$ cat src/rtl/nexus_irq_pkg.sv
// Shared constants for the nonce interrupt path: default sizing, interrupt
// bit positions and the saturating drop-counter arithmetic.
package nexus_irq_pkg;

  localparam int unsigned DEPTH_DEFAULT   = 8;
  localparam int unsigned NONCE_W_DEFAULT = 64;
  localparam int unsigned IRQ_NONCE       = 0;
  localparam int unsigned IRQ_OVF         = 1;
  localparam int unsigned DROP_W          = 16;

  // Adds 0..2 dropped nonces, sticking at all-ones instead of wrapping.
  function automatic logic [DROP_W-1:0] sat_add_drop(input logic [DROP_W-1:0] cnt,
                                                      input logic [1:0]        n);
    logic [DROP_W:0] sum;
    sum = {1'b0, cnt} + {{(DROP_W-1){1'b0}}, n};
    return sum[DROP_W] ? '1 : sum[DROP_W-1:0];
  endfunction

endpackage

$ cat src/rtl/nonce_fifo2w.sv
// Two-write-port, one-read-port synchronous FIFO with a registered head
// output (zero when empty) and an occupancy count. Callers never overfill it.
module nonce_fifo2w
  import nexus_irq_pkg::*;
#(
  parameter int unsigned DEPTH = DEPTH_DEFAULT,
  parameter int unsigned W     = NONCE_W_DEFAULT
) (
  input  logic                     clk,
  input  logic                     rst_n,
  input  logic                     flush,
  input  logic                     we0,
  input  logic [W-1:0]             wd0,
  input  logic                     we1,
  input  logic [W-1:0]             wd1,
  input  logic                     re,
  output logic [W-1:0]             head,
  output logic [$clog2(DEPTH):0]   level
);

  localparam int unsigned AW = $clog2(DEPTH);

  logic [W-1:0]  mem [DEPTH];
  logic [AW-1:0] rp, wp, rp_n, wp1, wp_n;
  logic [AW:0]   level_n;
  logic [W-1:0]  head_n;

  // Head is precomputed for the next cycle; a write landing on the new read
  // slot bypasses the array so a push into an empty queue shows up after one edge.
  always_comb begin
    rp_n    = rp + AW'(re);
    wp1     = wp + AW'(we0);
    wp_n    = wp1 + AW'(we1);
    level_n = level - (AW+1)'(re) + (AW+1)'(we0) + (AW+1)'(we1);
    if (level_n == '0)
      head_n = '0;
    else if (we0 && (wp == rp_n))
      head_n = wd0;
    else if (we1 && (wp1 == rp_n))
      head_n = wd1;
    else
      head_n = mem[rp_n];
  end

  always_ff @(posedge clk or negedge rst_n) begin
    if (!rst_n) begin
      rp    <= '0;
      wp    <= '0;
      level <= '0;
      head  <= '0;
    end else if (flush) begin
      rp    <= '0;
      wp    <= '0;
      level <= '0;
      head  <= '0;
    end else begin
      rp    <= rp_n;
      wp    <= wp_n;
      level <= level_n;
      head  <= head_n;
    end
  end

  always_ff @(posedge clk) begin
    if (we0) mem[wp]  <= wd0;
    if (we1) mem[wp1] <= wd1;
  end

endmodule

$ cat src/rtl/nonce_irq_queue.sv
// Collects good nonces from two hashing cores into a queue for the host,
// with overflow accounting and interrupt generation.
module nonce_irq_queue
  import nexus_irq_pkg::*;
#(
  parameter int unsigned DEPTH   = DEPTH_DEFAULT,
  parameter int unsigned NONCE_W = NONCE_W_DEFAULT
) (
  input  logic                     S_AXI_ACLK,
  input  logic                     S_AXI_ARESETN,
  input  logic                     i_nonce_vld0,
  input  logic [NONCE_W-1:0]       i_nonce0,
  input  logic                     i_nonce_vld1,
  input  logic [NONCE_W-1:0]       i_nonce1,
  input  logic                     i_flush,
  output logic [3:0]               interrupts,
  output logic [NONCE_W-1:0]       interuptZeroData,
  input  logic                     interuptZeroAck,
  output logic [$clog2(DEPTH):0]   o_level,
  output logic [DROP_W-1:0]        o_drop_count
);

  localparam int unsigned LW = $clog2(DEPTH) + 1;

  logic          pop, acc0, acc1, ovf;
  logic [LW:0]   free;
  logic [1:0]    drops;

  // Pop is credited before pushes, so a full queue with an ack takes one nonce.
  always_comb begin
    pop   = interuptZeroAck && (o_level != '0) && !i_flush;
    free  = (LW+1)'(DEPTH) - {1'b0, o_level} + (LW+1)'(pop);
    acc0  = i_nonce_vld0 && !i_flush && (free != '0);
    acc1  = i_nonce_vld1 && !i_flush && (free > (LW+1)'(acc0));
    drops = i_flush ? 2'd0
                    : ({1'b0, i_nonce_vld0 && !acc0} + {1'b0, i_nonce_vld1 && !acc1});
  end

  nonce_fifo2w #(
    .DEPTH (DEPTH),
    .W     (NONCE_W)
  ) u_fifo (
    .clk   (S_AXI_ACLK),
    .rst_n (S_AXI_ARESETN),
    .flush (i_flush),
    .we0   (acc0),
    .wd0   (i_nonce0),
    .we1   (acc1),
    .wd1   (i_nonce1),
    .re    (pop),
    .head  (interuptZeroData),
    .level (o_level)
  );

  always_ff @(posedge S_AXI_ACLK or negedge S_AXI_ARESETN) begin
    if (!S_AXI_ARESETN) begin
      ovf          <= 1'b0;
      o_drop_count <= '0;
    end else begin
      o_drop_count <= sat_add_drop(o_drop_count, drops);
      if (i_flush)
        ovf <= 1'b0;
      else if (drops != 2'd0)
        ovf <= 1'b1;
    end
  end

  always_comb begin
    interrupts            = '0;
    interrupts[IRQ_NONCE] = (o_level != '0);
    interrupts[IRQ_OVF]   = ovf;
  end

endmodule

$ cat config.mk
export PLATFORM = sky130hd
export DESIGN_NAME = nonce_irq_queue
export DESIGN_NICKNAME = d
export VERILOG_FILES = /design/src/rtl/nexus_irq_pkg.sv /design/src/rtl/nonce_fifo2w.sv /design/src/rtl/nonce_irq_queue.sv
export SDC_FILE = /design/constraint.sdc
export NUM_CORES = 1
export LEC_CHECK = 0
export ABC_AREA = 1
export CAP_MARGIN = 20
export CORE_ASPECT_RATIO = 0.9
export CORE_MARGIN = 3
export CORE_UTILIZATION = 38
export CTS_CLUSTER_DIAMETER = 80
export DETAILED_ROUTE_END_ITERATION = 8
export PLACE_DENSITY = 0.56
export SYNTH_ARGS = -nofsm -noshare
export SYNTH_HDL_FRONTEND = slang
export SYNTH_SLANG_ARGS = --single-unit
$ cat constraint.sdc
create_clock -name S_AXI_ACLK -period 19.6 [get_ports S_AXI_ACLK]
set_input_delay 3.92 -clock S_AXI_ACLK [delete_from_list [all_inputs] [get_ports S_AXI_ACLK]]
set_output_delay 3.92 -clock S_AXI_ACLK [all_outputs]
set_load 0.01 [all_outputs]
Word level (Yosys, flattened, before mapping)
Memory sizes are Yosys's and may differ from the RTL's. Cells that the tools add are included.

Add/sub/neg operators: 10. Magnitude comparators: 1. Equal/unequal tests: 2. Multiplexer cells: 15. Reduce and logical (&&, ||, !) cells: 18.

Operators by type and width (number): $mux W64 (4); $add A16 B2 Y17 (1); $mux W16 (1); $logic_and A1 B1 Y1 (10); $add A3 B1 Y3 (3); $add A4 B1 Y4 (2); $eq A3 B3 Y1 (2); $mux W1 (6); $mux W3 (2); $add A5 B1 Y5 (1); $gt A5 B1 Y1 (1); $reduce_bool A5 Y1 (1); $sub A4 B4 Y5 const A (1); $logic_not A4 Y1 (1); $mux W4 (1); $reduce_bool A2 Y1 (2); $reduce_bool A4 Y1 (1); $sub A4 B1 Y4 (1); $logic_not A1 Y1 (3); $add A1 B1 Y2 (1); $mux W2 (1).

Register bits: 91. Memory bits (writable): 512. Bits of input ports: 134. Memories: 1.

Memory list: u_fifo.mem (words 8, width 64, read ports 1, clocked after memory_dff 0, wr ports 2, RTL line nonce_fifo2w.sv:23) `logic [W-1:0] mem [DEPTH];`.

Logic depth before layout (Yosys ltp)
Gate-level depths: netlist of run 1.

Word-level depth: 15. Gate-level depth with buffers: 37. Depth with buffers taken out: 35.

By module
From an unflattened synthesis of run 1, not the netlist that was laid out.

Cells, all modules: 3813. Area, all modules: 31996.9 um2.

By module, submodules not included: nonce_fifo2w (instances 1, cells an instance 3660, area an instance 30784.5 um2); nonce_irq_queue (instances 1, cells an instance 153, area an instance 1212.4 um2).

Worst setup path before layout of run 1
No wires, ideal clock.

Path kind: input -> register. Start: in i_flush. End: mem u_fifo.mem[0][0] in the netlist's numbering (enable). Library setup time: 581 ps. Arrival: 9737 ps. Data required time: 19019 ps. Slack: 9282 ps. Stages: 13. Buffers on the path: 0. Cells stage by stage: inv_1 > nand3_1 > ha_1 > inv_2 > ha_1 > inv_1 > nand2_1 > nand2_1 > inv_1 > nor2_1 > nand2_1 > nand2_1 > o31ai_1.

RTL lines: start, declared (RTL line nonce_irq_queue.sv:15) `input logic i_flush,`; end, declared (RTL line nonce_fifo2w.sv:23).

Final worst setup path of run 1
Start: in i_flush. End: reg u_fifo.head[15].

Word-level cells in the longest chain between the ends: 12.

Ends and longest elaborated chain: branches (longest 11 deep; another with $add A5 B1 Y5); $mux W64 * (RTL line nonce_fifo2w.sv:51) `end else if (flush) begin`; end signal, assigned (RTL line nonce_fifo2w.sv:60) `head <= head_n;`; end, declared (RTL line nonce_fifo2w.sv:17) `output logic [W-1:0] head,`.

Mark *: on every way between the ends. A chain may end at the register's enable or synchronous reset.

==> metrics.cfg, run 1 <==
[run_status]
status=completed

[power_and_ir_drop]
p_per_area_mw_per_mm2=131
vdd_drop_max_v=0.0000957
p_leak_nw=16.1

[timing]
hold_viol=0
drv_slew=0
skew_ps=27.0
setup_viol=0
tightest_slew_ps=1130
fin_crit_ps=11500
fin_tns_setup_ps=0
rsz0062_at_grt=false
finalCritPeriodShare=0.587
max_slew_margin=0.246
timing.hold.ws_ps=558
fmax_ghz=0.0869

[final_layout]
fin_nets=4026
nFillCells=8119
area_delta_synth_final_pct=15.2
final_cell_area_mm2=0.0367
fin_util=0.443
layout-drive-gt1-share=0.0466

[clock_tree]
cts_buffer_depth=3
clkTransAtPathRegs_ps=50
cts_root_buf=clkbuf_16
cts_max_level=3
postCtsSetupRepairBufs=0
cts_hold_buf=0
clock_sinks=603
cts_tree=built
numCtsBuffers=71
insertion_delay_ps=620
cts_resized=0

[route]
via_count=26000
wl_um=99300
vias_per_cell=5.14
antenna_left=0
firstDrtPassIters=5
wl_per_cell_um=19.6
detail_route.iter0.violations=2728
drc=0

[global_route]
grt.overflow.total=0
grt_pass1_vias=25300
grt_pass1_wl_um=153000
gr-usage-all-layers=0.226
grt_max_degree=117
antenna_found_initial=6

[floorplan]
dieArea_mm2=0.0874
die_w_um=311
ios=222
core.rowCount=100
core_mm2=0.0830
start_util=0.384
fp.dieH_um=281

[critical_path]
startpoint_type=input pin
crit_slowest_cell=clkdlybuf4s50_1
cp_num_cells=31
r2r_start=u_fifo.level[2]
crit_top_cell=inv_1
rr_worst_depth=32
critPathKind=in2reg
timing.rr.end=u_fifo.head[15]
crit_family=buffers and inverters
crit_buf_inv=10
worstPathRequired_ps=20100
path_max_fanout=64
ff2ff_setup_slack_ps=11600
endpoint_kind=flip-flop
critical_path_arrival_ps=12010
slowest_delay_ps=860

[logic_synthesis]
synth_top_family_by_area=simple AND/OR/NAND/NOR gates
synth_compound_area_frac=0.0840
synth_cell_types=37
synth_seq_cells=603
syn_inst=3855
synthSimpleGateAreaFrac=0.271
syn_area_mm2=0.0319
synth-xor-area-share=0.00137
avgSynthCellArea_um2=8.27
synth_seq_area_share=0.554
yosys_warnings=0
synth.area.mux_share=0.000314
synthAdderAreaFrac=0.00895

[hold_path]
whs_endpoint=o_drop_count[15]
worstHoldPathType=reg2reg
whs_path_depth=2
min_from=o_drop_count[15]

[placed_design]
routabilityCongestion=0.792
io_buffers=219
dpl-instance-area_mm2=0.0344
dpl.hpwl_um=55400

[flow_run]
drv_cap=0

## metrics by stage
stage | power (mW) | cells | setup slack (ps)
after floorplan | 2.97 | 3856 | 9280
after global placement | 3.50 | 4919 | 7660
after detailed placement | 3.52 | 4920 | 7430
after CTS | 4.86 | 5051 | 8100
after global routing | 5.15 | 5053 | 7560
final | 4.83 | 5055 | 8100
## sequential cells by signal, summed over array words and instances, names as in the netlist
register      count
u_fifo.wp         3
o_drop_count     16
u_fifo.rp         3
ovf               1
u_fifo.head      64
u_fifo.level      4
u_fifo.mem      512
## routing by layer
layer  wire length, µm  track usage
met1             45000        0.313
met2             44700        0.363
met3              7750       0.0481
met4              1780       0.0518
met5                35            0
## placed cells by master (no fill, tap or decap), types with 10 or more instances in the layout
master / count
buf_4: 43
clkbuf_1: 17
clkbuf_16: 76
clkdlybuf4s50_1: 218
clkinv_1: 12
clkinv_2: 10
dfrtp_1: 91
edfxtp_1: 512
ha_1: 16
inv_1: 236
nand2_1: 1539
nand3_1: 396
nor2_1: 159
o21ai_0: 189
o21ai_1: 329
## where the power goes
| group | total [mW] | internal, mW | switching, mW |
|---|---|---|---|
| combinational | 1.79 | 0.567 | 1.22 |
| sequential | 1.71 | 1.64 | 0.0653 |
| clock | 1.33 | 0.781 | 0.547 |
| total | 4.83 | 2.99 | 1.84 |
## synth_stat cells
| cell | count | share of area |
|---|---|---|
| fa_1 | 3 | 0.0019 |
| nand2_1 | 1541 | 0.18 |
| nor2_2 | 2 | 0.00039 |
| nand3b_1 | 2 | 0.00047 |
| nand4_1 | 9 | 0.0018 |
| buf_1 | 50 | 0.0059 |
| xor2_1 | 4 | 0.0011 |
| o31ai_1 | 8 | 0.0019 |
| o21ai_1 | 329 | 0.052 |
| inv_2 | 6 | 0.00071 |
| o21bai_1 | 1 | 0.00024 |
| clkbuf_1 | 97 | 0.011 |
| or2_0 | 1 | 0.00020 |
| nor3b_1 | 1 | 0.00024 |
| nand3_1 | 397 | 0.062 |
| o21ai_0 | 189 | 0.030 |
| mux2i_1 | 1 | 0.00031 |
| buf_4 | 35 | 0.0082 |
| conb_1 | 1 | 0.00012 |
| ha_1 | 18 | 0.0071 |
| a31oi_1 | 1 | 0.00020 |
| dfrtp_1 | 91 | 0.071 |
| inv_1 | 237 | 0.028 |
| xnor2_1 | 1 | 0.00027 |
| buf_12 | 1 | 0.00063 |
| nand2_2 | 2 | 0.00039 |
| nor2_1 | 159 | 0.019 |
| edfxtp_1 | 512 | 0.48 |
| nor3_1 | 4 | 0.00063 |
| buf_8 | 6 | 0.0028 |
| a21oi_1 | 2 | 0.00031 |
| or2_2 | 3 | 0.00059 |
| buf_6 | 10 | 0.0035 |
| buf_2 | 121 | 0.019 |
| nand3_4 | 1 | 0.00055 |
| nand4_2 | 7 | 0.0027 |
| nor2_4 | 2 | 0.00071 |
## logic make-up (layout without fill, tap and decap cells)
kind of cell	count (synthesis)	count (layout)
flops	603	603
buf+inv	563	636
compound gates	530	530
other cells	1	6
mux	1	1
simple gates	2131	2131
fa+ha+maj	21	21
xor+xnor	5	5
## worst min-delay path: stages (launching register included)
cell and delay, ps:
dfrtp_1 360, o21ai_0 90, nand3_1 70
## worst max-delay path by stage
stage | startpoint | end | slack [ps]
2_1_floorplan | i_flush | u_fifo.mem[0][0] | 9280
3_3_place_gp | i_flush | u_fifo.head[22] | 7660
3_5_place_dp | i_flush | u_fifo.head[32] | 7430
4_1_cts | i_flush | u_fifo.head[32] | 8100
5_1_grt | i_flush | u_fifo.head[14] | 7560
6_report | i_flush | u_fifo.head[15] | 8100
## final cells by class
class                      count  area, µm²  area share
antenna                        4       10.0    0.000273
clock buffer                 102       2090      0.0569
clock inverter                29        223     0.00606
inverter                     243        922      0.0251
multi-input combinational   2690      11900       0.324
sequential                   603      17700       0.481
tap                         1122       1400      0.0382
timing repair buffer         262       2530      0.0690
(Power assumes the default switching activity.)
==> run 2: changes to the inputs <==
--- a/config.mk
+++ b/config.mk
@@ -12,7 +12,7 @@
 export CORE_UTILIZATION = 38
 export CTS_CLUSTER_DIAMETER = 80
 export DETAILED_ROUTE_END_ITERATION = 8
-export PLACE_DENSITY = 0.56
+export PLACE_DENSITY = 0.58
 export SYNTH_ARGS = -nofsm -noshare
 export SYNTH_HDL_FRONTEND = slang
 export SYNTH_SLANG_ARGS = --single-unit
==> constraint.sdc (replaced) <==
create_clock -name S_AXI_ACLK -period 9.81 [get_ports S_AXI_ACLK]
set_input_delay 1.962 -clock S_AXI_ACLK [delete_from_list [all_inputs] [get_ports S_AXI_ACLK]]
set_output_delay 1.962 -clock S_AXI_ACLK [all_outputs]
set_load 0.01 [all_outputs]
==> run 2 against run 1 <==
  * Die area did not move
  * Non-clock buffer count rose by 4
  * Sequential cell count did not move
  * Combinational power is 98% higher
  * Register-to-register slack got worse by 8300 ps
  * Global-route usage shrank 0.72 points
  * Wire length shrank 2.8%
  * Highest routed layer unchanged
==> metrics.cfg, run 2 (same netlist as run 1, synthesis figures left out) <==
[timing]
hold_viol=0  ; unchanged
timing.hold.ws_ps=558  ; -0.150 ps
skew_ps=22.6  ; -4.44 ps
fmax_ghz=0.126
fin_crit_ps=7960
rsz0062_at_grt=false
tightest_slew_ps=1070  ; -58.2 ps
fin_tns_setup_ps=0  ; unchanged
setup_viol=0  ; unchanged
max_slew_margin=0.285  ; +0.0388
drv_slew=0  ; unchanged
finalCritPeriodShare=0.812

[final_layout]
stdcell_count=5061  ; +0.12%
reg_top3=u_fifo.mem: 512 flops, u_fifo.head: 64 flops, o_drop_count: 16 flops
final_cell_area_mm2=0.0368  ; +0.10%
final_common_cell=nand2_1
seq_area_mm2=0.0177  ; unchanged
nFillCells=7982  ; -1.7%
fin_util=0.443  ; +0.000452
final_cell_mix=1539 x nand2_1, 512 x edfxtp_1, 396 x nand3_1
top_register=u_fifo.mem
fin_nets=4033  ; +0.17%
multi_input_area_mm2=0.0119  ; unchanged
largest_reg_flops=512  ; unchanged
area_delta_synth_final_pct=15.4
layout-drive-gt1-share=0.0457  ; -0.000857

[global_route]
grt_max_degree=129  ; +10%
antenna_found_initial=5  ; -1
grt_pass1_wl_um=149000  ; -2.7%
gr-usage-all-layers=0.218  ; -0.00719
grt.overflow.total=0  ; unchanged
grt_pass1_vias=24500  ; -3.2%

[clock_tree]
numCtsBuffers=74  ; +4.2%
clkTransAtPathRegs_ps=50  ; about the same
cts_root_buf=clkbuf_16
postCtsSetupRepairBufs=0  ; unchanged
clock_sinks=603  ; unchanged
insertion_delay_ps=610  ; about the same
cts_hold_buf=0  ; unchanged
cts_max_level=3  ; unchanged
cts_tree=built
cts_buffer_depth=3  ; unchanged
cts_resized=0  ; unchanged

[route]
top_layer=met5
wl_met3_um=6710  ; -13%
met1_length_um=44300  ; -1.5%
antenna_left=0  ; unchanged
wl_um=96500  ; -2.8%
detail_route.iter0.violations=2149  ; -21%
firstDrtPassIters=6  ; +1
vias_per_cell=5.10  ; -0.81%
wl_met2_um=43600  ; -2.5%
drc=0  ; unchanged
via_count=25800  ; -0.69%
wl_per_cell_um=19.1  ; -3.0%

[critical_path]
path_max_fanout=55  ; -14%
worstPathRequired_ps=10050  ; -10050 ps
r2r_start=u_fifo.level[2]
critical_path_arrival_ps=8200  ; -3810 ps
critPathKind=in2reg
rr_worst_depth=25  ; -22%
endpoint_kind=flip-flop
startpoint_type=input pin
crit_start=i_flush

[placed_design]
dpl.hpwl_um=53800  ; -2.9%
io_buffers=219  ; unchanged
routabilityCongestion=0.782  ; -1.3%
dpl-instance-area_mm2=0.0345  ; +0.24%
dp_cells=4922  ; +0.041%

[power_and_ir_drop]
p_per_area_mw_per_mm2=258  ; +97%
p_leak_nw=16.2  ; about the same
vdd_drop_max_v=0.000175  ; +82%

[hold_path]
min_from=o_drop_count[15]
worstHoldPathType=reg2reg
whs_path_depth=2  ; unchanged

[flow_run]
drv_cap=0  ; unchanged

[floorplan]
core.rowCount=100  ; unchanged
die_w_um=311  ; unchanged
ios=222  ; unchanged
fp.dieH_um=281  ; unchanged
start_util=0.384  ; unchanged
core_mm2=0.0830  ; unchanged
dieArea_mm2=0.0874  ; unchanged

[run_status]
status=completed

run 2: cell types whose count changed in the layout (fill, tap and decap cells not counted), moves of 2 or more:
cell,before,now
clkbuf_8,9,4
clkbuf_1,17,27
buf_4,43,39
inv_6,1,3
buf_12,0,7
bufinv_16,3,0
diode_2,4,2
run 2: power by group:
part / internal [mW] / switching (mW) / leakage, nW / total (mW)
Combinational: 1.15 / 2.39 / 9.26 / 3.54
Clock: 1.47 / 1.08 / 1.08 / 2.55
Sequential: 3.28 / 0.135 / 5.81 / 3.41
Total: 5.90 / 3.61 / 16.2 / 9.50
run 2: stage by stage:
| step | power [mW] | setup slack, ps |
|---|---|---|
| detailed placement | 7.00 | 1220 |
| floorplan | 5.93 | 1450 |
| CTS | 9.57 | 1860 |
| global placement | 6.95 | 1330 |
| finish | 9.50 | 1850 |
| global route | 10.2 | 1330 |
run 2: per-layer routing:
metal,up-vias,global-route usage
met5,-,0
met4,4,0.0519
met3,119,0.0377
met2,867,0.352
met1,12100,0.308
li1,12700,-
run 2: critical path, cell delays in order:
cell             delay (ps)
clkdlybuf4s50_1         830
inv_1                   140
nand3_1                 140
ha_1                    170
inv_2                    40
ha_1                    200
inv_1                    60
nand2_1                  40
nand2_1                  80
inv_1                    40
nor2_1                  130
nand2_1                 120
nand2_1                 670
inv_1                   210
ha_1                    340
nor2_1                   80
nand3b_1                130
nor2_1                   80
nor2_4                  100
buf_4                   390
buf_4                   730
nand4_4                 620
o31ai_4                 200
buf_4                   570
run 2: area by class of cell:
cell class / instances / area share
Inverter: 243 / 0.0251
Sequential cell: 603 / 0.480
Clock inverter: 27 / 0.00364
Clock buffer: 108 / 0.0567
Multi-Input combinational cell: 2690 / 0.323
Tap cell: 1122 / 0.0382
Antenna cell: 2 / 0.000136
Timing Repair Buffer: 266 / 0.0726
run 2: path summary, 6_finish.rpt:
check | end | slack (ps)
min in group asynchronous | u_fifo.head[14] | 1430
hold reg to reg | o_drop_count[15] | 560
setup reg to reg | u_fifo.mem[2][14] | 3330
max in group asynchronous | u_fifo.head[1] | 7210
setup / recovery | u_fifo.mem[2][14] | 1850
hold / removal | o_drop_count[15] | 560
